==> src/rtl/ahb_timer_mc.sv <==
// ahb_timer_mc: AHB-Lite multi-channel timer slave.
//   One shared prescaler feeds NCH independent up-counters. Each channel
//   runs periodic or one-shot, raises a pending flag on compare and drives
//   an interrupt when its pending flag and interrupt enable are both set.
// Ports:
//   hclk, hresetn          clock, asynchronous active-low reset
//   hsel_i .. hwdata_i     AHB-Lite slave inputs (hburst_i ignored)
//   hreadyout_o, hresp_o   slave ready / response (two-cycle ERROR)
//   hrdata_o               read data, combinational in the data phase
//   timer_irq_o            per-channel interrupt (pend & ie)
//   timer_irq_any_o        OR of all channel interrupts
// Register map (offset = haddr[11:0]):
//   0x000 PSC, 0x004 PEND (W1C), 0x100+0x10*n CTRL{oneshot,ie,en},
//   +0x4 RELOAD, +0x8 COUNT (RO).
module ahb_timer_mc #(
    parameter int AWIDTH = 32,
    parameter int DWIDTH = 32,
    parameter int NCH    = 4,
    parameter int PSC_W  = 16
) (
    input  logic              hclk,
    input  logic              hresetn,
    input  logic              hsel_i,
    input  logic              hwrite_i,
    input  logic              hready_i,
    input  logic [2:0]        hsize_i,
    input  logic [2:0]        hburst_i,
    input  logic [1:0]        htrans_i,
    input  logic [AWIDTH-1:0] haddr_i,
    input  logic [DWIDTH-1:0] hwdata_i,
    output logic              hreadyout_o,
    output logic              hresp_o,
    output logic [DWIDTH-1:0] hrdata_o,
    output logic [NCH-1:0]    timer_irq_o,
    output logic              timer_irq_any_o
);

    localparam int unsigned NCH_U = NCH;

    typedef enum logic [1:0] {
        ST_OKAY,
        ST_ERR1,
        ST_ERR2
    } state_t;

    state_t state, state_next;

    logic              unused_inputs;
    logic              accept;
    logic              ap_err;

    logic              dp_valid;
    logic              dp_write;
    logic              dp_err;
    logic [11:0]       dp_off;

    logic              wr;
    logic              rd;
    logic              wr_psc;
    logic              wr_pend;
    logic [NCH-1:0]    sel_ch;
    logic [NCH-1:0]    wr_ctrl;
    logic [NCH-1:0]    wr_reload;

    logic [PSC_W-1:0]  psc;
    logic [PSC_W-1:0]  psc_cnt;
    logic              any_en;
    logic              tick;

    logic [NCH-1:0]    pend;
    logic [NCH-1:0]    pend_set;
    logic [NCH-1:0]    pend_clr;
    logic [NCH-1:0]    en;
    logic [NCH-1:0]    ie;
    logic [NCH-1:0]    oneshot;
    logic [31:0]       reload [NCH];
    logic [31:0]       count  [NCH];

    assign unused_inputs = ^{hburst_i, htrans_i[0], haddr_i[AWIDTH-1:12]};

    // Offsets that decode to a register: PSC, PEND, or CTRL/RELOAD/COUNT
    // of an existing channel (channel slot +0xC is a hole).
    function automatic logic mapped(input logic [11:0] off);
        logic ok;
        ok = 1'b0;
        if (off == 12'h000 || off == 12'h004) begin
            ok = 1'b1;
        end else if (off[11:8] == 4'h1 && {28'd0, off[7:4]} < NCH_U &&
                     off[1:0] == 2'b00 && off[3:2] != 2'b11) begin
            ok = 1'b1;
        end
        return ok;
    endfunction

    assign accept = hsel_i & hready_i & htrans_i[1];
    assign ap_err = ~mapped(haddr_i[11:0]) | (hsize_i != 3'b010);

    // Address-phase capture; the error decision is taken here so the data
    // phase only needs to suppress the access.
    always_ff @(posedge hclk or negedge hresetn) begin
        if (!hresetn) begin
            dp_valid <= 1'b0;
            dp_write <= 1'b0;
            dp_err   <= 1'b0;
            dp_off   <= '0;
        end else begin
            dp_valid <= accept;
            if (accept) begin
                dp_write <= hwrite_i;
                dp_err   <= ap_err;
                dp_off   <= haddr_i[11:0];
            end
        end
    end

    always_ff @(posedge hclk or negedge hresetn) begin
        if (!hresetn) begin
            state <= ST_OKAY;
        end else begin
            state <= state_next;
        end
    end

    always_comb begin
        state_next  = state;
        hreadyout_o = 1'b1;
        hresp_o     = 1'b0;
        case (state)
            ST_OKAY: begin
                if (accept && ap_err) state_next = ST_ERR1;
            end
            ST_ERR1: begin
                hreadyout_o = 1'b0;
                hresp_o     = 1'b1;
                state_next  = ST_ERR2;
            end
            ST_ERR2: begin
                hresp_o    = 1'b1;
                state_next = (accept && ap_err) ? ST_ERR1 : ST_OKAY;
            end
            default: state_next = ST_OKAY;
        endcase
    end

    assign wr      = dp_valid & dp_write & ~dp_err;
    assign rd      = dp_valid & ~dp_write & ~dp_err;
    assign wr_psc  = wr & (dp_off == 12'h000);
    assign wr_pend = wr & (dp_off == 12'h004);

    always_comb begin
        sel_ch    = '0;
        wr_ctrl   = '0;
        wr_reload = '0;
        for (int unsigned n = 0; n < NCH_U; n++) begin
            sel_ch[n]    = (dp_off[11:8] == 4'h1) && (dp_off[7:4] == n[3:0]);
            wr_ctrl[n]   = wr & sel_ch[n] & (dp_off[3:0] == 4'h0);
            wr_reload[n] = wr & sel_ch[n] & (dp_off[3:0] == 4'h4);
        end
    end

    assign any_en = |en;
    assign tick   = any_en && (psc_cnt == psc);

    always_comb begin
        pend_set = '0;
        for (int unsigned n = 0; n < NCH_U; n++) begin
            pend_set[n] = en[n] & tick & (count[n] == reload[n]);
        end
        pend_clr = wr_pend ? hwdata_i[NCH-1:0] : '0;
    end

    // Channel state. Later assignments in this block take priority, so a
    // CTRL write overrides the one-shot auto-disable on the same edge.
    always_ff @(posedge hclk or negedge hresetn) begin
        if (!hresetn) begin
            psc     <= '0;
            psc_cnt <= '0;
            pend    <= '0;
            en      <= '0;
            ie      <= '0;
            oneshot <= '0;
            for (int unsigned n = 0; n < NCH_U; n++) begin
                reload[n] <= '0;
                count[n]  <= '0;
            end
        end else begin
            if (wr_psc) psc <= hwdata_i[PSC_W-1:0];

            // No reset of psc_cnt on a PSC write: a lower PSC lets the
            // counter run on and wrap before the next tick.
            if (!any_en || tick) begin
                psc_cnt <= '0;
            end else begin
                psc_cnt <= psc_cnt + PSC_W'(1);
            end

            pend <= (pend & ~pend_clr) | pend_set;

            for (int unsigned n = 0; n < NCH_U; n++) begin
                if (!en[n]) begin
                    count[n] <= '0;
                end else if (tick) begin
                    if (count[n] == reload[n]) begin
                        count[n] <= '0;
                        if (oneshot[n]) en[n] <= 1'b0;
                    end else begin
                        count[n] <= count[n] + 32'd1;
                    end
                end
                if (wr_ctrl[n]) begin
                    en[n]      <= hwdata_i[0];
                    ie[n]      <= hwdata_i[1];
                    oneshot[n] <= hwdata_i[2];
                end
                if (wr_reload[n]) reload[n] <= hwdata_i[31:0];
            end
        end
    end

    always_comb begin
        hrdata_o = '0;
        if (rd) begin
            if (dp_off == 12'h000) begin
                hrdata_o[PSC_W-1:0] = psc;
            end else if (dp_off == 12'h004) begin
                hrdata_o[NCH-1:0] = pend;
            end else begin
                for (int unsigned n = 0; n < NCH_U; n++) begin
                    if (sel_ch[n]) begin
                        case (dp_off[3:0])
                            4'h0:    hrdata_o[2:0] = {oneshot[n], ie[n], en[n]};
                            4'h4:    hrdata_o      = reload[n];
                            4'h8:    hrdata_o      = count[n];
                            default: ;
                        endcase
                    end
                end
            end
        end
    end

    assign timer_irq_o     = pend & ie;
    assign timer_irq_any_o = |timer_irq_o;

endmodule

==> config.mk <==
export PLATFORM = sky130hd
export DESIGN_NAME = ahb_timer_mc
export DESIGN_NICKNAME = d
export VERILOG_FILES = /design/src/rtl/ahb_timer_mc.sv
export SDC_FILE = /design/constraint.sdc
export NUM_CORES = 1
export LEC_CHECK = 0
export BUFFER_PORTS_ARGS = -buffer_cell sky130_fd_sc_hd__buf_4
export CAP_MARGIN = 5
export CORE_MARGIN = 2
export CORE_UTILIZATION = 40
export DETAILED_ROUTE_END_ITERATION = 10
export HOLD_SLACK_MARGIN = 0.08
export PLACE_DENSITY = 0.59
export SLEW_MARGIN = 20
export SYNTH_ARGS = -nofsm -noshare
export SYNTH_HDL_FRONTEND = slang
export SYNTH_SLANG_ARGS = --single-unit
==> constraint.sdc <==
create_clock -name hclk -period 2.4 [get_ports hclk]
set_clock_uncertainty 0.1 [all_clocks]
set_input_delay 0.12 -clock hclk [delete_from_list [all_inputs] [get_ports hclk]]
set_output_delay 0.12 -clock hclk [all_outputs]
set_load 0.02 [all_outputs]
[After elaboration in Yosys (flattened, before gate mapping)]
Index checks and enable logic that the tools add are counted.
Cells by class
  $add $sub $neg: 5
  magnitude comparators: 1
  eq/ne operators: 23
  muxes and demuxes: 64
  bitwise operators: 36
  reductions and logical operators: 21
Operators with widths (number)
  $mux W32: 23
  $pmux W29 S2: 4
  $add A32 B1 Y32 const B: 4
  $eq A32 B32 Y1: 4
  $mux W16: 3
  $pmux W3 S3: 4
  $and A1 B1 Y1: 28
  $mux W28: 1
  $mux W1: 25
  $eq A12 B3 Y1 const B: 2
  $logic_not A12 Y1: 2
  $add A16 B1 Y16 const B: 1
  $eq A16 B16 Y1: 1
  $eq A4 B1 Y1 const B: 3
  $ne A2 B2 Y1 const B: 6
  $logic_and A1 B1 Y1: 9
  $and A4 B4 Y4: 2
  $eq A4 B2 Y1 const B: 2
  $logic_not A4 Y1: 2
  $mux W4: 2
  $reduce_or A4 Y1: 2
  $pmux W2 S3: 1
  $eq A4 B3 Y1 const B: 1
  $eq A4 B4 Y1 const B: 1
  other kinds (13): 17
Storage, ports and cells
  bits in registers: 321
  input port bits: 77
  output and inout bits: 39
  logic and storage cells: 175

[Depth between registers and ports, before layout]
  depth in word-level cells: 18
  depth in mapped cells: 10
  mapped depth without buffers: 7

[Worst setup path before layout]
Ideal clock, no wire load.
  kind: reg-to-output
  start point: register dp_off[1]
  end point: output port hrdata_o[17]
  arrival time: 2490 ps
  path slack: -310 ps
  cell stages (with the launch flop): 9
  path buffers: 4
  cells stage by stage: dfrtp_1 or3_1 clkbuf_1 nor2_1 buf_2 buf_1 buf_1 a22oi_1 a211oi_1
On the way
  cells in the longest elaborated chain, start to end: 18
  elaborated cells between the ends (all ways): 21
  classes of those cells: 3 x eq/ne; 17 x mux; 1 x reduce/logical
RTL lines
  start, declared: line 55  | logic [11:0] dp_off;
  start signal, assigned: line 111  | dp_off <= haddr_i[11:0];
  $eq A4 B4 Y1 or $eq A4 B3 Y1 (tied branches): line 230  | case (dp_off[3:0])
  $pmux W29 S2: line 230
  $mux W32: line 229  | if (sel_ch[n]) begin
  $mux W32 (3 in a row)
  $pmux W29 S2: line 230
  $mux W32: line 229
  $mux W32: line 225  | end else if (dp_off == 12'h004) begin
  $mux W32: line 223  | if (dp_off == 12'h000) begin
  $mux W32: line 222  | if (rd) begin
  $pmux W29 S2: line 230
  $mux W32: line 229
  $pmux W29 S2: line 230
  $mux W32: line 229
  $mux W28: line 225
  $mux W16 *: line 223
  $mux W32 *: line 222
  end, declared: line 33  | output logic [DWIDTH-1:0] hrdata_o,
Every way passes the cells marked *; elsewhere a longest branch is shown, timed or not. The select of a mux whose other input is x is not followed.

[Worst setup path after layout]
  start point: register dp_off[9]
  end point: output port hrdata_o[5]
On the way
  cells in the longest elaborated chain, start to end: 18
  elaborated cells between the ends (all ways): 23
  classes of those cells: 2 x eq/ne; 16 x mux; 5 x reduce/logical
RTL lines
  $eq A4 B1 Y1: line 155  | sel_ch[n] = (dp_off[11:8] == 4'h1) && (dp_off[7:4] == n[3:0]);
  $logic_and A1 B1 Y1: line 155
  $mux W32: line 229
  $mux W32 (3 in a row)
  $pmux W29 S2: line 230
  $mux W32: line 229
  $mux W32: line 225
  $mux W32: line 223
  $mux W32: line 222
  $pmux W29 S2: line 230
  $mux W32: line 229
  $pmux W29 S2: line 230
  $mux W32: line 229
  $mux W28: line 225
  $mux W16 *: line 223
  $mux W32 *: line 222
Marked as above.

==> flow_metrics.env <==
export IMPL_outcome="finished, violations left"
export IMPL_violations_in_the_final_reports="negative setup slack"
export IMPL_pwr_density_cell_nw_per_um2=508.6
export IMPL_drt_drc_violations_left=0
export IMPL_wirelength_routed_mm=85.13
export IMPL_synthesis_yosys_warnings=0
export IMPL_period_minus_slack_ns=3.173
export IMPL_leakagePower_nw=11.85
export IMPL_synth_yosys_seq_area_share_pct=40.85
export IMPL_grt_first_pass_wirelength_mm=121.8
export IMPL_num_nets_final=2657
export IMPL_reg2reg_to="reload[51]"
export IMPL_dieArea_um2=50950
export IMPL_detailed_route_via_count=20061
export IMPL_period_share_pct=132.2
export IMPL_synth_ff_latch_count=321
export IMPL_clock_sink_count=321
export IMPL_synth_top_area_cell="dfrtp_1"
export IMPL_synth_top_cell_area_share_pct=40.85
export IMPL_synth_top_cells_by_count="dfrtp_1, nand2_1, clkbuf_1, mux2_2, o21ai_0"
export IMPL_timing_final_hold_violations=0
export IMPL_drive_gt1_share_pct=39.05
export IMPL_maximum_buffer_depth_of_the_clock_tree=3
export IMPL_fp_dieW_um=225.7
export IMPL_rr_startpoint="dp_off[9]"
export IMPL_hold_path_depth=5
export IMPL_cell_area_after_layout_um2=28790
export IMPL_maximum_number_of_pins_on_one_net_before_global_route_repair=63
export IMPL_design_portCount=116
export IMPL_place_hpwl_mm=58.25
export IMPL_synthesis_area_um2=19670
export IMPL_cpMaxStageDelayCell="dfrtp_1"
export IMPL_clock_tree_from_tritoncts="done"
export IMPL_first_global_vias=19229
export IMPL_share_of_flip_flops_with_an_asynchronous_set_or_reset_pct=100.0
export IMPL_dp_cells=3034
export IMPL_worstMarginPinSlew_ns=0.6968
export IMPL_crit_path_max_incr_delay_ns=0.40
export IMPL_grt_overflow_total=0
export IMPL_report_final_setup_viol=144
export IMPL_ys_top_cells_by_area="dfrtp_1, mux2_2, xnor2_1, nand2_1, a22oi_1"
export IMPL_grt_setup_unrepaired="true"
export IMPL_yosys_cell_types_count=77
export IMPL_synth_ff_type="dfrtp_1"
export IMPL_utilization_pct=59.06
export IMPL_crit_path_end_kind="output port"
export IMPL_max_slew_margin_rel_pct=53.54
export IMPL_start_util_pct=40.34
export IMPL_gp_routability_congestion=0.9551
export IMPL_critical_path_buf_inv_count=6
export IMPL_maxCapViolCount=0
export IMPL_clk_transition_reported_paths_ns=0.06
export IMPL_syn_inst=2123
export IMPL_grt_antenna_before_repair=7
export IMPL_final_instance_count_excl_fill=3268
export IMPL_track_usage_pct=31.90
export IMPL_depth_of_the_worst_register_to_register_path=12
export IMPL_startpoint_type="register"
export IMPL_placedInstanceArea_um2=23440
export IMPL_hp_start="hsize_i[2]"
export IMPL_numPortBuffers=91
export IMPL_crit_path_frequent_cell="buf_4"
export IMPL_hold_end="state[1]"
export IMPL_post_synth_top_count_cell="dfrtp_1"
export IMPL_highest_fanout_seen_on_the_critical_path=6
export IMPL_timing_setup_critical_path_class="reg -> out"
export IMPL_reg2reg_slack_ns=-0.53
export IMPL_ir_worst_vdd_uv=407.5
export IMPL_synthesis_area_per_instance_um2=9.263
export IMPL_detailedRoute_firstPassIterationCount=6
export IMPL_dieHeight_um=225.7
export IMPL_synth_net_count=2210
export IMPL_synth_edff_count=0
export IMPL_post_drt_via_cell_ratio=6.139
export IMPL_core_um2=48750
export IMPL_setup_slack_ns=-0.7726
export IMPL_cp_top_family="buffers and inverters"
export IMPL_worstSkewPairLatency_ns=0.59
export IMPL_cts_htree_levels=2
export IMPL_flow_area_growth_from_synthesis_pct=46.40
export IMPL_cp_data_required_time_ns=2.18
export IMPL_post_drt_wl_per_cell_um=26.05
export IMPL_placement_rows=81
export IMPL_crit_path_cell_trace="buf_6 -> nor4_4 -> buf_4 -> nand4_1 -> buf_4 -> clkbuf_16 -> o22ai_2 -> buf_6 -> nor3_4 -> o31ai_2 -> buf_4"
export IMPL_critical_path_arrival_ns=2.95
export IMPL_dr_first_iter_drc_count=2002
export IMPL_number_of_cts_inserted_buffers=40
export IMPL_clk_root_buffer_cell="clkbuf_16"
export IMPL_ant_nets=0
export IMPL_fin_setup_tns_ns=-45.32
export IMPL_max_freq_mhz=315.2
export IMPL_worst_hold_path_type="in -> reg"
export IMPL_maxSlewViolCount=0
-- how the worst max path moves through the flow --
stage | endpoint | slack, ns | startpoint | depth (start not counted)
after global routing | hrdata_o[5] | -0.85 | dp_off[6] | 11
after global placement | hrdata_o[10] | -0.32 | dp_off[1] | 11
final | hrdata_o[5] | -0.77 | dp_off[9] | 11
after detailed placement | hrdata_o[10] | -0.30 | dp_off[1] | 11
after CTS | hrdata_o[13] | -0.78 | dp_off[0] | 12
after floorplan | hrdata_o[6] | -0.003 | dp_off[6] | 6
-- placed cells by master (no fill, tap or decap), types with 13 or more instances in the layout --
master         netlist  layout
dfrtp_1            321     317
nor2_1             107      82
a211oi_1            17      13
xnor2_1            101      92
dlygate4sd3_1        0      63
mux2_1              36      24
a22oi_1             76      30
a22oi_2              0      46
a21oi_2              0      24
mux2_2             125      93
or3_1               32      29
mux2_4               0      44
o31ai_1             32      13
nand2_1            174     164
mux2i_1             48      48
buf_6                3      81
nor2_2               1      14
a31oi_1             55      49
a21oi_1             77      49
buf_4                2     362
o22ai_1             42      27
xor2_1              53      52
o21ai_0            108      48
nor2_4               0      14
and3_1              47      43
clkbuf_16            0      50
buf_12               0      44
o21ai_2              0      15
nor4_1              30      17
nand3_1             93      86
o21ai_1              6      51
nand4_1             80      80
nor3_1              39      26
inv_1               72      71
-- power by group --
part           internal, mW  switching (mW)
Clock                  3.98            2.59
Combinational          1.06            1.20
Sequential             5.60           0.214
-- cell families (layout without fill, tap and decap cells) --
| kind of cell | after synthesis | count (layout) | share of synthesized area, % |
|---|---|---|---|
| fa+ha+maj | 10 | 10 | 0.6363 |
| flops | 321 | 321 | 40.85 |
| mux | 209 | 209 | 11.66 |
| buf+inv | 246 | 723 | 5.166 |
| other cells | 0 | 2 | 0 |
| compound gates | 497 | 497 | 16.43 |
| simple gates | 686 | 688 | 18.39 |
| xor+xnor | 154 | 154 | 6.859 |
-- routing by layer --
metal,up-vias,GRT usage [%],share of wire [%]
met5,-,0,0
met2,924,51.54,47
met3,269,4.463,6.9
met1,10101,41.83,40
li1,8767,-,-
met4,0,16.13,6.1
-- area by class of cell --
cell class / instances / area, um^2
Multi-Input combinational cell: 1558 / 12600
Antenna cell: 2 / 5.005
Inverter: 74 / 277.8
Timing Repair Buffer: 575 / 5629
Tap cell: 664 / 830.8
Sequential cell: 321 / 8038
Clock inverter: 13 / 181.4
Fill cell: 4053 / 19960
Clock buffer: 61 / 1232
-- per-stage QoR --
stage	total power, mW	worst slack (ns)	hold WS, ns
2_1_floorplan	6.639	-0.003063	-0.2756
6_report	14.64	-0.7726	0.2784
3_3_place_gp	7.484	-0.3209	0.06224
5_1_grt	15.01	-0.8515	0.3070
4_1_cts	14.44	-0.7776	0.2692
3_5_place_dp	7.519	-0.3031	0.06577
-- tightest hold or removal path: cells and delay by family --
| kind | cells | cell delay (ns) |
|---|---|---|
| compound gates | 2 | 0.57 |
| simple gates | 2 | 0.14 |
| buf+inv | 1 | 0.07 |
-- timing repair --
item	4_1_cts	5_1_grt
setup buffers	35	55
cloned	8	16
hold endpoints to repair	497	0
resized for setup	184	359
endpoints found under the setup margin	133	283
hold buffers	63	0
pin swaps	63	148
-- sequential cells by signal, summed over array words and instances (netlist names), 2 cells and up --
name / cells
ie: 4
dp_off: 12
reload: 128
en: 4
oneshot: 4
psc: 16
state: 2
psc_cnt: 16
pend: 4
count: 128
(Power assumes the default switching activity.)
